==> config.mk <==
export PLATFORM = sky130hd
export DESIGN_NAME = frame_line_buffer_flat
export DESIGN_NICKNAME = d
export VERILOG_FILES = /design/src/rtl/frame_line_buffer_if.sv /design/src/rtl/frame_line_buffer.sv /design/src/flat_wrapper.sv
export SDC_FILE = /design/constraint.sdc
export NUM_CORES = 2
export LEC_CHECK = 0
export BUFFER_PORTS_ARGS = -buffer_cell sky130_fd_sc_hd__buf_2
export CORE_UTILIZATION = 40
export DETAILED_ROUTE_END_ITERATION = 8
export SLEW_MARGIN = 25
export SYNTH_ARGS = -nofsm -noshare
export SYNTH_HDL_FRONTEND = slang
export SYNTH_MEMORY_MAX_BITS = 65536
export SYNTH_SLANG_ARGS = --single-unit
==> constraint.sdc <==
create_clock -name clk -period 3.01 [get_ports clk]
set_clock_uncertainty 0.1 [all_clocks]
set_input_delay 0.1505 -clock clk [delete_from_list [all_inputs] [get_ports clk]]
set_output_delay 0.1505 -clock clk [all_outputs]
set_load 0.01 [all_outputs]
==> src/rtl/frame_line_buffer_if.sv <==
// -----------------------------------------------------------------------------
// frame_line_buffer_if
// Purpose : bundles the incoming pixel stream and the single-port SRAM bus
//           used by frame_line_buffer.
// Signals : rx_valid/rx_data/rx_ready - pixel stream, transfer on valid&ready
//           spram_addr/spram_wr_data/spram_wre - SRAM address and write port
//           spram_rd_data - SRAM read data (returns RD_LAT cycles after addr)
// Modports: slave  - the line buffer (consumes stream, drives SRAM bus)
//           master - the environment (produces stream, models the SRAM)
// -----------------------------------------------------------------------------
interface frame_line_buffer_if #(
  parameter int PIX_W = 12,
  parameter int AW    = 15
);
  logic             rx_valid;
  logic [PIX_W-1:0] rx_data;
  logic             rx_ready;
  logic [AW-1:0]    spram_addr;
  logic [PIX_W-1:0] spram_wr_data;
  logic             spram_wre;
  logic [PIX_W-1:0] spram_rd_data;

  modport slave (
    input  rx_valid, rx_data, spram_rd_data,
    output rx_ready, spram_addr, spram_wr_data, spram_wre
  );

  modport master (
    output rx_valid, rx_data, spram_rd_data,
    input  rx_ready, spram_addr, spram_wr_data, spram_wre
  );
endinterface

==> src/rtl/frame_line_buffer.sv <==
// -----------------------------------------------------------------------------
// frame_line_buffer
// Purpose : receives a W x H image into an external single-port SRAM, then
//           serves display pixels from a ping-pong pair of line buffers. Each
//           row_req prefetches the next display row into the back buffer while
//           the front buffer keeps feeding the display.
// Ports   : clk, rst          - single clock, synchronous active-high reset
//           state             - system mode (01 idle, 02 receive, 03 display)
//           bus               - pixel stream + SRAM bus (frame_line_buffer_if)
//           x_addr, y_addr    - current display coordinates
//           row_req           - pulse: prefetch the row for y_addr+1
//           pixel_data/valid  - registered display pixel
//           image_receiving, image_complete, row_busy, err_overflow - status
// -----------------------------------------------------------------------------
module frame_line_buffer #(
  parameter int               W        = 200,
  parameter int               H        = 150,
  parameter int               PIX_W    = 12,
  parameter int               STARTROW = 0,
  parameter int               STARTCOL = 0,
  parameter int               RD_LAT   = 1,
  parameter logic [PIX_W-1:0] BG_COLOR = '0
) (
  input  logic                 clk,
  input  logic                 rst,
  input  logic [7:0]           state,
  frame_line_buffer_if.slave   bus,
  input  logic [9:0]           x_addr,
  input  logic [9:0]           y_addr,
  input  logic                 row_req,
  output logic [PIX_W-1:0]     pixel_data,
  output logic                 pixel_valid,
  output logic                 image_receiving,
  output logic                 image_complete,
  output logic                 row_busy,
  output logic                 err_overflow
);

  localparam int               AW        = $clog2(W*H);
  localparam int               CW        = $clog2(W);
  localparam logic [AW-1:0]    LAST_ADDR = AW'(W*H-1);
  localparam logic [AW-1:0]    W_A       = AW'(W);
  localparam logic [11:0]      ROW_LO    = 12'(STARTROW);
  localparam logic [11:0]      COL_LO    = 12'(STARTCOL);
  localparam logic [11:0]      H_V       = 12'(H);
  localparam logic [11:0]      W_V       = 12'(W);
  localparam logic [10:0]      FILL_LAST = 11'(W+RD_LAT-1);
  localparam logic [10:0]      W_M1      = 11'(W-1);
  localparam logic [10:0]      RD_LAT_V  = 11'(RD_LAT);

  typedef enum logic [2:0] {IDLE, RECV, DONE, DISP, FILL} fsm_t;

  fsm_t             fsm_state;
  fsm_t             fsm_next;
  logic [AW-1:0]    wr_cnt;
  logic [10:0]      fill_cnt;
  logic             front_sel;
  logic [1:0]       buf_valid;
  logic [PIX_W-1:0] line_buf [2][W];

  logic        mode_idle, mode_recv, mode_disp;
  logic        accept, last_pix, take_row, fill_done;
  logic [11:0] row_rel, col_rel, win_rel;
  logic        row_ok, col_ok, win_ok;
  logic [AW-1:0] row_base;

  assign mode_idle = (state == 8'h01);
  assign mode_recv = (state == 8'h02);
  assign mode_disp = (state == 8'h03);

  assign bus.rx_ready    = (fsm_state == RECV);
  assign image_receiving = (fsm_state == RECV);
  assign row_busy        = (fsm_state == FILL);

  assign accept   = bus.rx_valid && bus.rx_ready;
  assign last_pix = (wr_cnt == LAST_ADDR);

  // Window tests use a 12-bit difference: a coordinate below the window start
  // wraps to a huge value, so a single "< size" test covers both bounds.
  assign row_rel  = {2'b00, y_addr} + 12'd1 - ROW_LO;
  assign row_ok   = (row_rel < H_V);
  assign win_rel  = {2'b00, y_addr} - ROW_LO;
  assign win_ok   = (win_rel < H_V);
  assign col_rel  = {2'b00, x_addr} - COL_LO;
  assign col_ok   = (col_rel < W_V);
  assign row_base = AW'(row_rel) * W_A;

  assign take_row  = (fsm_state == DISP) && mode_disp && row_req && row_ok;
  assign fill_done = (fsm_state == FILL) && mode_disp && (fill_cnt == FILL_LAST);

  // FSM state register.
  always_ff @(posedge clk) begin
    if (rst) fsm_state <= IDLE;
    else     fsm_state <= fsm_next;
  end

  // Next-state logic. Idle mode wins from anywhere; leaving display mode
  // mid-fill falls back to DONE so the stored image can be shown again later.
  always_comb begin
    fsm_next = fsm_state;
    if (mode_idle) begin
      fsm_next = IDLE;
    end else begin
      case (fsm_state)
        IDLE:    if (mode_recv) fsm_next = RECV;
        RECV:    if (accept && last_pix) fsm_next = DONE;
        DONE:    if (mode_disp) fsm_next = DISP;
        DISP:    if (!mode_disp) fsm_next = DONE;
                 else if (take_row) fsm_next = FILL;
        FILL:    if (!mode_disp) fsm_next = DONE;
                 else if (fill_done) fsm_next = DISP;
        default: fsm_next = IDLE;
      endcase
    end
  end

  // Datapath and status registers: SRAM write/read address sequencing, fill
  // counting, ping-pong swap and the registered display pixel.
  always_ff @(posedge clk) begin
    if (rst) begin
      wr_cnt            <= '0;
      fill_cnt          <= '0;
      bus.spram_addr    <= '0;
      bus.spram_wr_data <= '0;
      bus.spram_wre     <= 1'b0;
      image_complete    <= 1'b0;
      err_overflow      <= 1'b0;
      front_sel         <= 1'b0;
      buf_valid         <= 2'b00;
      pixel_data        <= BG_COLOR;
      pixel_valid       <= 1'b0;
    end else begin
      bus.spram_wre <= 1'b0;
      if (accept) begin
        bus.spram_wre     <= 1'b1;
        bus.spram_addr    <= wr_cnt;
        bus.spram_wr_data <= bus.rx_data;
        wr_cnt            <= last_pix ? '0 : wr_cnt + 1'b1;
        if (last_pix) image_complete <= 1'b1;
      end
      if ((fsm_state == DONE) && mode_recv && bus.rx_valid) err_overflow <= 1'b1;
      if (take_row) begin
        bus.spram_addr       <= row_base;
        fill_cnt             <= '0;
        buf_valid[~front_sel] <= 1'b0;
      end
      if (fsm_state == FILL) begin
        fill_cnt <= fill_cnt + 1'b1;
        if (fill_cnt < W_M1) bus.spram_addr <= bus.spram_addr + 1'b1;
        if (fill_done) begin
          front_sel             <= ~front_sel;
          buf_valid[~front_sel] <= 1'b1;
        end
      end
      if (buf_valid[front_sel] && win_ok && col_ok) begin
        pixel_data  <= line_buf[front_sel][CW'(col_rel)];
        pixel_valid <= 1'b1;
      end else begin
        pixel_data  <= BG_COLOR;
        pixel_valid <= 1'b0;
      end
      if (mode_idle) begin
        wr_cnt         <= '0;
        fill_cnt       <= '0;
        buf_valid      <= 2'b00;
        image_complete <= 1'b0;
        err_overflow   <= 1'b0;
      end
    end
  end

  // Line buffer contents need no reset: they are only ever read while the
  // matching valid flag is set. Read data for the address issued at fill
  // count k arrives at fill count k+RD_LAT and lands in the back buffer.
  always_ff @(posedge clk) begin
    if ((fsm_state == FILL) && (fill_cnt >= RD_LAT_V)) begin
      line_buf[~front_sel][CW'(fill_cnt - RD_LAT_V)] <= bus.spram_rd_data;
    end
  end

endmodule

==> src/flat_wrapper.sv <==
// flat-port wrapper written by rule: the top's interface ports become plain ports
module frame_line_buffer_flat 
#(
  parameter int               W        = 200,
  parameter int               H        = 150,
  parameter int               PIX_W    = 12,
  parameter int               STARTROW = 0,
  parameter int               STARTCOL = 0,
  parameter int               RD_LAT   = 1,
  parameter logic [PIX_W-1:0] BG_COLOR = '0
)
  (clk, rst, state, x_addr, y_addr, row_req, pixel_data, pixel_valid, image_receiving, image_complete, row_busy, err_overflow, bus_rx_valid, bus_rx_data, bus_spram_rd_data, bus_rx_ready, bus_spram_addr, bus_spram_wr_data, bus_spram_wre);
  frame_line_buffer_if #(.PIX_W(PIX_W), .AW(($clog2(W*H)))) bus_i ();
  input  logic clk;
  input  logic rst;
  input  logic [7:0] state;
  input  logic [9:0] x_addr;
  input  logic [9:0] y_addr;
  input  logic row_req;
  output logic [PIX_W-1:0] pixel_data;
  output logic pixel_valid;
  output logic image_receiving;
  output logic image_complete;
  output logic row_busy;
  output logic err_overflow;
  input wire logic [$bits(bus_i.rx_valid)-1:0] bus_rx_valid;
  input wire logic [$bits(bus_i.rx_data)-1:0] bus_rx_data;
  input wire logic [$bits(bus_i.spram_rd_data)-1:0] bus_spram_rd_data;
  output wire logic [$bits(bus_i.rx_ready)-1:0] bus_rx_ready;
  output wire logic [$bits(bus_i.spram_addr)-1:0] bus_spram_addr;
  output wire logic [$bits(bus_i.spram_wr_data)-1:0] bus_spram_wr_data;
  output wire logic [$bits(bus_i.spram_wre)-1:0] bus_spram_wre;
  assign bus_i.rx_valid = bus_rx_valid;
  assign bus_i.rx_data = bus_rx_data;
  assign bus_i.spram_rd_data = bus_spram_rd_data;
  assign bus_rx_ready = bus_i.rx_ready;
  assign bus_spram_addr = bus_i.spram_addr;
  assign bus_spram_wr_data = bus_i.spram_wr_data;
  assign bus_spram_wre = bus_i.spram_wre;
  frame_line_buffer #(.W(W), .H(H), .PIX_W(PIX_W), .STARTROW(STARTROW), .STARTCOL(STARTCOL), .RD_LAT(RD_LAT), .BG_COLOR(BG_COLOR)) u_core (.clk(clk), .rst(rst), .state(state), .bus(bus_i), .x_addr(x_addr), .y_addr(y_addr), .row_req(row_req), .pixel_data(pixel_data), .pixel_valid(pixel_valid), .image_receiving(image_receiving), .image_complete(image_complete), .row_busy(row_busy), .err_overflow(err_overflow));
endmodule
==> impl_metrics.tcl <==
set metrics [dict create \
    powerDensity_nw_per_um2 603 \
    dieArea_um2 481000 \
    cts_sinks 4876 \
    io_pins 102 \
    cts_made_buffers 469 \
    slew_headroom_pct 26.3 \
    syn_nets 9247 \
    clkTransAtPathRegs_ns 0.06 \
    via_per_inst 5.81 \
    grt_pass1_wl_mm 794 \
    violations "negative setup slack" \
    hold_violations 0 \
    synth_flop_cell "edfxtp_1" \
    htreeDepth 5 \
    insertion_delay_ns 1.03 \
    gp_congestion 0.896 \
    peakVddDrop_mv 0.515 \
    netlist_area_um2 191000 \
    syn_area_per_cell_um2 20.9 \
    port_buffers 101 \
    grt_pass1_vias 104000 \
    synth_area_leaders "edfxtp_1 75%, mux4_2 11%, mux2i_1 2.3%" \
    layoutNonFillerInstCount 17900 \
    async_flop_share_pct 0 \
    max_stage_delay_ns 0.50 \
    placementRows 253 \
    final_antenna_net_count 0 \
    synth.yosys.warnings 0 \
    reg2reg_slack_ns -0.35 \
    holdPathEnd "u_core.bus.spram_addr[14]" \
    yosysUniqueCellTypes 98 \
    layout-drive-gt1-share_pct 35.6 \
    rr_endpoint "u_core.pixel_data[4]" \
    place_area_um2 215000 \
    arrival_ns 4.25 \
    status "finished, violations left" \
    cp-start-kind "flip-flop" \
    required_ns 3.91 \
    crit_buf_inv 7 \
    start_util_pct 40.2 \
    area_growth_pct 23.3 \
    routed_wl_mm 569 \
    hp-start "y_addr[9]" \
    tightest_slew_ns 1.10 \
    ys_seq_area_share_pct 76.2 \
    cap_violations 0 \
    synth_top_area_cell "edfxtp_1" \
    hold_class "in2reg" \
    core_area_um2 475000 \
    dieHeight_um 693 \
    fin_area_um2 236000 \
    fin_tns_setup_ns -3.25 \
    root_buffer "clkbuf_16" \
    crit_top_cell "buf_12" \
    leakagePower_nw 75.0 \
    synth_edf_count 4800 \
    grt_usage_pct 23.1 \
    grt_max_degree 149 \
    worst-setup-path-type "reg2reg" \
    whs_path_depth 7 \
    path_delay_family "compound AO/OA/AOI/OAI gates" \
    yosys_register_bits 4876 \
    hpwl_mm 374 \
    max_freq_mhz 298 \
    antenna_found_initial 35 \
    rr_worst_depth 13 \
    synth_cells 9153 \
    path_max_fanout 9 \
    cts_tree "built" \
    crit_path_end_kind "flip-flop" \
    grt_overflow 0 \
    fin_nets 11200 \
    rsz0062_at_grt "true" \
    setup_viol 12 \
    drt_iter0_markers 13200 \
    die_w_um 693 \
    slowest_stage "a211oi_2" \
    fin_crit_sh_pct 111 \
    setup_ws_ns -0.346 \
    crit_chain "buf_12, buf_12, buf_16, buf_12, buf_8, mux4_1, a22oi_1, buf_4, a21oi_2, nor2_1, buf_4, a211oi_2, o22a_1" \
    clockBufferDepth 4 \
    placed_cells 16800 \
    routed-via-count 104000 \
    drtPass1Iterations 6 \
    final_max_slew_viol_count 0 \
    post_drt_wl_per_cell_um 31.8 \
    drc 0 \
    fin_crit_ns 3.36 \
    synth_top_area_share_pct 75.4 \
]
[report_power, final]
group	total, W	switching [W]	internal [W]	leakage, nW
clock	0.0607	0.0260	0.0347	7.66
combinational	0.00695	0.00448	0.00248	23.6
sequential	0.0746	0.0000258	0.0745	43.7
[registers in the layout, indices dropped and copies added (netlist names), named ones only]
name / flops
u_core.bus.spram_addr: 15
u_core.fill_cnt: 11
u_core.fsm_state: 3
u_core.pixel_data: 12
u_core.err_overflow: 1
u_core.line_buf: 4800
u_core.pixel_valid: 1
u_core.bus.spram_wre: 1
u_core.image_complete: 1
u_core.buf_valid: 2
u_core.bus.spram_wr_data: 12
u_core.front_sel: 1
u_core.wr_cnt: 15
[what timing repair did]
action	in CTS	in global routing
buffers inserted	62	57
hold buffers	97	1
setup endpoints to repair	1177	3305
gates cloned	11	16
pin swaps	41	77
gates resized for setup	279	424
endpoints found under the hold margin	4568	1
[layout by cell type, fill, tap and decap left out, drive strengths merged, types with 60 or more instances in the layout]
master and instances:
edfxtp 4800, buf 1943, clkinv 207, a221oi 112, nor2 514, nor3 80, o21ai 84, clkbuf 576
nand2 223, dlygate4sd3 96, bufinv 65, nand3 81, mux4 1023, a22oi 234, mux2i 435, o22ai 60
a21oi 210, dfxtp 76
[area by class of cell]
cell class	instances	area, um2
diodes	21	52.6
multi-input cells	3670	43600
fillers	38000	240000
flip-flops and latches	4876	146000
clock inverters	303	3550
inverters	48	190
well taps	6375	7980
repair buffers	2051	22400
clock buffers	566	12300
[metrics by stage]
stage	hold WS [ns]	util (%)	power (W)	worst slack (ns)
2_1_floorplan	0.149	-	0.0782	-0.0639
3_3_place_gp	0.290	45.1	0.0824	-1.58
3_5_place_dp	0.301	45.1	0.0825	-1.17
4_1_cts	0.0182	49.1	0.143	-0.376
5_1_grt	0.0801	49.6	0.145	-0.420
6_report	0.0807	49.6	0.142	-0.346
[cells in the mapped netlist (22+ instances only)]
library cell,number
edfxtp_1,4800
mux4_2,932
nor2_1,512
mux2i_1,435
a22oi_1,234
nand2_1,223
a21oi_1,210
buf_2,177
clkbuf_1,142
a221oi_1,100
mux4_1,91
nor3_1,80
o21ai_0,78
dfxtp_1,76
nand3_1,72
buf_6,69
o22ai_1,60
buf_4,51
buf_8,50
a31oi_1,44
inv_1,44
a211oi_1,41
a22o_1,41
mux2_2,38
ha_1,33
a221o_1,30
nand2b_1,30
xnor2_1,30
clkbuf_8,22
[cells by family after synthesis]
kind of cell | count (synthesis) | synth area share (%)
compound gates | 1011 | 3.78
buf+inv | 607 | 2.27
flops | 4876 | 76.2
xor+xnor | 53 | 0.254
mux | 1496 | 14.7
fa+ha+maj | 38 | 0.268
simple gates | 1072 | 2.52
[how the worst max path moves through the flow]
stage,startpoint,to,cells past startpoint
after floorplan,u_core.fill_cnt[3],u_core.line_buf[0][1308],9
after global placement,flip-flop,u_core.pixel_data[2],13
after detailed placement,flip-flop,u_core.pixel_data[3],11
after CTS,flip-flop,u_core.pixel_data[8],12
after global routing,flip-flop,u_core.pixel_data[2],13
final,flip-flop,u_core.pixel_data[4],13
[routing by layer]
layer  part of all wire (%)  GRT usage [%]
met1                     40           32.2
met2                     47           36.7
met3                    9.0           4.12
met4                    4.1           8.34
met5                  0.013              0
[worst min-delay path: cells and delay by family]
kind	cells	cell delay [ns]
AO/OA/AOI/OAI	1	0.14
XOR/XNOR	3	0.44
adder cells (fa/ha/maj)	1	0.19
buffers and inverters	1	0.15
AND/OR/NAND/NOR	1	0.11
No activity file was read; power rests on OpenSTA's default activity.
